==> src/rtl/regfile_param.sv <==
// -----------------------------------------------------------------------------
// regfile_param
//
// Parametrised 2-read / 1-write register file used as operand storage for the
// ALU datapath. Reads are combinational; writes and clearing happen on the
// rising edge of clock. A hardware clear engine zeroes every entry, one per
// cycle, after reset or on request.
//
// Optional feature (compile-time macro REGFILE_BYPASS_EN):
//   defined   - a read port whose address matches an accepted write in the
//               same cycle returns data_in (write-through forwarding).
//   undefined - a read port returns the stored contents; a write becomes
//               visible on the cycle after its edge.
//
// Parameters:
//   WORD_SIZE   data width in bits
//   ADDR_WIDTH  address width; DEPTH = 2**ADDR_WIDTH entries
//
// Ports:
//   clock        system clock, all state updates on the rising edge
//   reset        synchronous active-high; starts a full clear sequence
//   clear_start  requests a clear sequence (ignored while busy)
//   write_enable write data_in to address3 (dropped while busy)
//   address1/2   read port addresses
//   address3     write address
//   data_in      write data
//   data_out1/2  read data, forced to 0 while busy
//   busy         registered; high while the clear engine runs
//   write_error  registered one-cycle pulse; a write was dropped
// -----------------------------------------------------------------------------
module regfile_param #(
    parameter int WORD_SIZE  = 32,
    parameter int ADDR_WIDTH = 3
) (
    input  logic                  clock,
    input  logic                  reset,
    input  logic                  clear_start,
    input  logic                  write_enable,
    input  logic [ADDR_WIDTH-1:0] address1,
    input  logic [ADDR_WIDTH-1:0] address2,
    input  logic [ADDR_WIDTH-1:0] address3,
    input  logic [WORD_SIZE-1:0]  data_in,
    output logic [WORD_SIZE-1:0]  data_out1,
    output logic [WORD_SIZE-1:0]  data_out2,
    output logic                  busy,
    output logic                  write_error
);

    localparam int DEPTH = 2 ** ADDR_WIDTH;
    localparam logic [ADDR_WIDTH-1:0] LAST_PTR = ADDR_WIDTH'(DEPTH - 1);

    typedef enum logic {
        IDLE  = 1'b0,
        CLEAR = 1'b1
    } state_t;

    state_t                  state_reg;
    logic [ADDR_WIDTH-1:0]   clr_ptr_reg;
    logic                    busy_reg;
    logic                    write_error_reg;
    logic [WORD_SIZE-1:0]    registers [DEPTH];

    // Clear engine and status outputs. busy_reg always equals (state == CLEAR);
    // it is kept as its own register so the output comes straight from a flop.
    always_ff @(posedge clock) begin
        if (reset) begin
            state_reg       <= CLEAR;
            clr_ptr_reg     <= '0;
            busy_reg        <= 1'b1;
            write_error_reg <= 1'b0;
        end else begin
            write_error_reg <= write_enable && busy_reg;
            case (state_reg)
                IDLE: begin
                    if (clear_start) begin
                        state_reg   <= CLEAR;
                        clr_ptr_reg <= '0;
                        busy_reg    <= 1'b1;
                    end
                end
                CLEAR: begin
                    // Increment wraps to 0 naturally after the last entry.
                    clr_ptr_reg <= clr_ptr_reg + 1'b1;
                    if (clr_ptr_reg == LAST_PTR) begin
                        state_reg <= IDLE;
                        busy_reg  <= 1'b0;
                    end
                end
                default: begin
                    state_reg <= IDLE;
                    busy_reg  <= 1'b0;
                end
            endcase
        end
    end

    // Storage: a single write port shared by the clear engine and user writes.
    // They never collide: user writes are only accepted while idle. Nothing is
    // written on a reset edge, so the array carries no reset of its own.
    always_ff @(posedge clock) begin
        if (!reset) begin
            if (state_reg == CLEAR) begin
                registers[clr_ptr_reg] <= '0;
            end else if (write_enable) begin
                registers[address3] <= data_in;
            end
        end
    end

    // Read ports, built identically for both addresses.
    logic [1:0][ADDR_WIDTH-1:0] rd_addr;
    logic [1:0][WORD_SIZE-1:0]  rd_data;

    assign rd_addr = {address2, address1};

    generate
        for (genvar gi = 0; gi < 2; gi++) begin : g_read
`ifdef REGFILE_BYPASS_EN
            // Forward an accepted same-cycle write to a matching read port.
            assign rd_data[gi] = busy_reg ? '0 :
                                 (write_enable && (address3 == rd_addr[gi])) ? data_in :
                                 registers[rd_addr[gi]];
`else
            assign rd_data[gi] = busy_reg ? '0 : registers[rd_addr[gi]];
`endif
        end
    endgenerate

    assign data_out1   = rd_data[0];
    assign data_out2   = rd_data[1];
    assign busy        = busy_reg;
    assign write_error = write_error_reg;

endmodule
==> config.mk <==
export PLATFORM = sky130hd
export DESIGN_NAME = regfile_param
export DESIGN_NICKNAME = d
export VERILOG_FILES = /design/src/rtl/regfile_param.sv
export SDC_FILE = /design/constraint.sdc
export NUM_CORES = 1
export LEC_CHECK = 0
export CAP_MARGIN = 10
export CORE_MARGIN = 3
export CORE_UTILIZATION = 55
export DETAILED_ROUTE_END_ITERATION = 10
export DONT_BUFFER_PORTS = 1
export PLACE_DENSITY = 0.7
export SLEW_MARGIN = 20
export SYNTH_ARGS = -nofsm -noshare
export SYNTH_HDL_FRONTEND = slang
export SYNTH_SLANG_ARGS = --single-unit
==> constraint.sdc <==
create_clock -name clock -period 9.7 [get_ports clock]
set_clock_uncertainty 0.2 [all_clocks]
set_input_delay 1.94 -clock clock [delete_from_list [all_inputs] [get_ports clock]]
set_output_delay 1.94 -clock clock [all_outputs]
set_load 0.01 [all_outputs]
==> Word-level counts from Yosys, hierarchy flattened <==
Memory sizes are Yosys's and may differ from the RTL's.
Index checks and enable logic that the tools add are counted.
{ "totals": {"ram_bits": 256, "output_inout_bits": 66, "input_bits": 45, "memories": 1, "reg_bits": 6} }
{ "memory_table": {"columns": ["name", "words", "width", "read_ports", "rd_clocked_by_memory_dff", "wr", "line", "source"], "rows": [
  ["registers", 8, 32, 2, 0, 1, "61", "logic [WORD_SIZE-1:0] registers [DEPTH];"]
]} }
{ "op_classes": {"addsub": 1, "n_reduce_logical": 3, "bitwise": 1, "n_mux": 20, "eq_ne": 3} }
{ "op_table": {"columns": ["operator", "n"], "rows": [
  ["32-bit 2-to-1 mux", 3],
  ["32-bit OR reduction", 1],
  ["1-bit 2-to-1 mux", 12],
  ["3-bit 2-to-1 mux", 2],
  ["3-bit case mux with 2 select lines", 1],
  ["1-bit case mux with 2 select lines", 2],
  ["3-bit by 1-bit adder with 3-bit output, second input constant", 1],
  ["3-bit equality test, second input constant", 1],
  ["2-bit by 1-bit != test with 1-bit output, second input constant", 1],
  ["2-bit != test, second input constant", 1],
  ["2-bit AND reduction", 1],
  ["1-bit logical AND", 1],
  ["1-bit inverter", 1]
]} }

==> Logic depth before layout (Yosys ltp) <==
{ "logic_depth": {"word_depth": 6, "mapped_depth": 5, "ltp_nobuf": 5} }

==> Worst setup path after synthesis <==
No wires, ideal clock.
{ "synth_timing": {"path_type": "input -> register", "from": "input reset", "to": "memory registers[0][0] (enable)", "arrival_time_ps": 5082, "required_ps": 9039, "path_slack_ps": 3957, "setup_time_ps": 461, "path_buffers": 1, "cell_stages": 4, "cell_sequence": "buf_2 > nor3b_4 > mux2_2 > nor3_1"} }
{ "synth_via": {"elab_chain_cells": 4, "elab_cells_between_ends": 7, "classes_between": "6 x mux; 1 x reduce/logical"} }
{ "synth_lines": {"columns": ["item", "line", "source"], "rows": [
  ["from (decl)", "36", "input logic reset,"],
  ["1-bit 2-to-1 mux", "101", "if (!reset) begin"],
  ["1-bit 2-to-1 mux (not written as such)", "105", "registers[address3] <= data_in;"],
  ["32-bit OR reduction (no source line)", null, null],
  ["3-bit 2-to-1 mux (no source line) or 1-bit 2-to-1 mux (tied branches)", null, null],
  ["to (decl)", "61", null]
]} }
Parallel ways exist; a longest one is shown, timed or not.

==> Worst setup path in the final report <==
{ "layout_timing": {"from": "input address1[1]", "to": "output data_out1[6]"} }
{ "layout_via": {"elab_chain_cells": 2} }
{ "layout_lines": {"columns": ["item", "line", "source"], "rows": [
  ["from (decl)", "39", "input logic [ADDR_WIDTH-1:0] address1,"],
  ["memory read 8 x 32 bit", null, null],
  ["32-bit 2-to-1 mux", "124", "assign rd_data[gi] = busy_reg ? '0 : registers[rd_addr[gi]];"],
  ["to (decl)", "43", "output logic [WORD_SIZE-1:0] data_out1,"]
]} }
Every way passes these cells.

==> impl_results.md <==
* Final GP Congestion at 0.787
* Yosys warning count at 0
* Max Buffers Root-to-Sink at 3
* Die Ht at 157 µm
* DP Wirelength at 15300 µm
* # setup viols final at 0
* Synthesized instance count at 635
* CTS Root Cell: clkbuf_16
* Synth area leaders: edfxtp_1, mux4_1, mux4_2
* Most frequent cells in the layout: edfxtp_1, mux4_2, nor2_1
* Hold/Removal Path Class: reg -> reg
* Filler cell count at 1578
* Clock-pin slew on the worst setup and hold paths at 0.05 ns
* Diodes inserted at 0
* Crit end category: output pin
* Iter 0 DRT Violations at 541
* CP Class: in -> out
* Leading cell type in the layout, fill and taps excluded: edfxtp_1
* Area growth, synth to finish at 8.14%
* Sink Count at 262
* Post-CTS setup buffer count at 0
* Peak supply drop at 0.133 mV
* Avg Vias per Cell at 6.71
* Pins over their slew limit at 0
* Resized cells post-CTS at 0
* Distinct cell type count after synthesis at 27
* Total track usage at 21.8%
* Yosys top cell by area: edfxtp_1
* Final setup margin at 4.62 ns
* Crit path cell chain: mux4_1 -> mux2i_1 -> nor2_1
* Crit-path slowest cell: mux4_1
* Cell Area, Synth at 12600 µm²
* #FFs+latches synth at 262
* Pin count of the biggest net entering global routing at 65
* P_leak at 4.98 nW
* Setup Total Neg Slack at 0 ns
* Total Power at 2.38 mW
* Core ar. at 22200 µm²
* Main flop type after synthesis: edfxtp_1
* Number of global-route vias before repair at 6571
* Fmax at 0.197 GHz
* # IOs at 111
* Antenna violations before repair at 0
* Worst Path Arrival at 2.94 ns
* Number of port buffers at 0
* Worst-margin pin slew at 0.818 ns
* Die ar. at 24700 µm²
* Routed Antenna Nets at 0
* First-pass GRT wire length at 40000 µm
* Startpoint Class: input port
* Nets at 678
* Fin crit period at 5.08 ns
* Starting Density at 56.8%
* Asr flop ratio synth at 0%
* Routed WL at 26500 µm
* Syn nets at 682
* Pwr/cell area at 175 nW/µm²
* Slew headroom at 45.2%
* Crit-path max FO at 64
* Worst skew pair latency at 0.51 ns
* Status: finished clean
* DP Worst Slack at 4.65 ns
* Pre-antenna DRT Iters at 5
* Syn_area_per_cell at 19.8 µm²
* WL per Instance at 28.5 µm
* Final period utilization at 52.3%
* Max_cap viols at 0
* CTS Hold Bufs at 0
* Unrepaired setup endpoints after global routing: false
* CP required at 7.56 ns
* CTS tree: done
* Sequential share of the synthesized area at 62.0%
* Post-synth EDFFs at 256
* Final hold vios at 0
* DRC viols at 0
* Yosys top cell area share at 61.1%
* Max reg flops at 256
* Die width at 157 µm
* H-tree depth at 1
* Cell Rows at 54
* TritonCTS Buffers at 27
* Vias post-DR at 6251
* Overflow after GRT at 0
* Layout cells sized above 1 at 20.7%
* Max stage delay on crit path at 0.56 ns
## critical path, delay by kind of cell
| family | cells | cell delay [ns] |
|---|---|---|
| muxes | 2 | 0.83 |
| and+or+nand+nor | 1 | 0.13 |
## logic make-up after synthesis
logic type | share of synthesized area (%)
compound gates | 0.318
fa+ha+maj | 0.199
buf+inv | 2.68
flops | 62.0
mux | 30.1
simple gates | 4.65
## final timing paths
path | cells past startpoint | slack [ns] | to | from
worst max-delay path | 3 | 4.62 | data_out1[6] | address1[1]
worst min-delay path | 2 | 0.35 | clr_ptr_reg[0] | clr_ptr_reg[0]
worst max register to register | 5 | 6.21 | registers[6][0] | state_reg
worst min register to register | 2 | 0.35 | clr_ptr_reg[0] | clr_ptr_reg[0]
## metal layers
layer | global-route usage (%) | wire (µm) | up-vias | part of all wire [%]
li1 | - | - | 2683 | -
met1 | 29.7 | 10700 | 3307 | 40
met2 | 37.6 | 13900 | 227 | 52
met3 | 3.79 | 1570 | 34 | 5.9
met4 | 5.00 | 409 | 0 | 1.5
met5 | 0 | 0 | - | 0
## through the flow
step	hold WS [ns]	cells	utilization, %	area, µm²
global route	0.385	931	61.4	13600
floorplan	0.308	635	-	12600
global placement	0.330	882	57.5	12800
CTS	0.352	931	61.4	13600
finish	0.351	931	61.4	13600
detailed placement	0.343	882	57.5	12800
## cells in the mapped netlist, types with 3 or more instances
library cell  number
edfxtp_1         256
nor3_1             8
and2_1            32
mux4_1            60
mux2i_1           66
nor3b_1            3
buf_6             14
dfxtp_1            6
buf_4              4
clkbuf_1          10
nor2_1            68
mux4_2            68
buf_2             18
a21oi_1            3
## area by class of cell
| class | instances | area [µm²] | area share, % |
|---|---|---|---|
| Sequential cell | 262 | 7810 | 57.4 |
| Multi-Input combinational cell | 325 | 4480 | 32.9 |
| Clock buffer | 32 | 694 | 5.10 |
| Tap cell | 280 | 350 | 2.57 |
| Clock inverter | 17 | 164 | 1.20 |
| Timing Repair Buffer | 15 | 113 | 0.827 |
## where the power goes
part / total (mW) / switching, mW / internal (mW) / leakage [nW]
combinational: 0.120 / 0.0474 / 0.0723 / 1.87
sequential: 1.26 / 0.00972 / 1.25 / 2.69
clock: 0.997 / 0.407 / 0.590 / 0.419
total: 2.38 / 0.464 / 1.92 / 4.98
No activity file was read; power rests on OpenSTA's default activity.
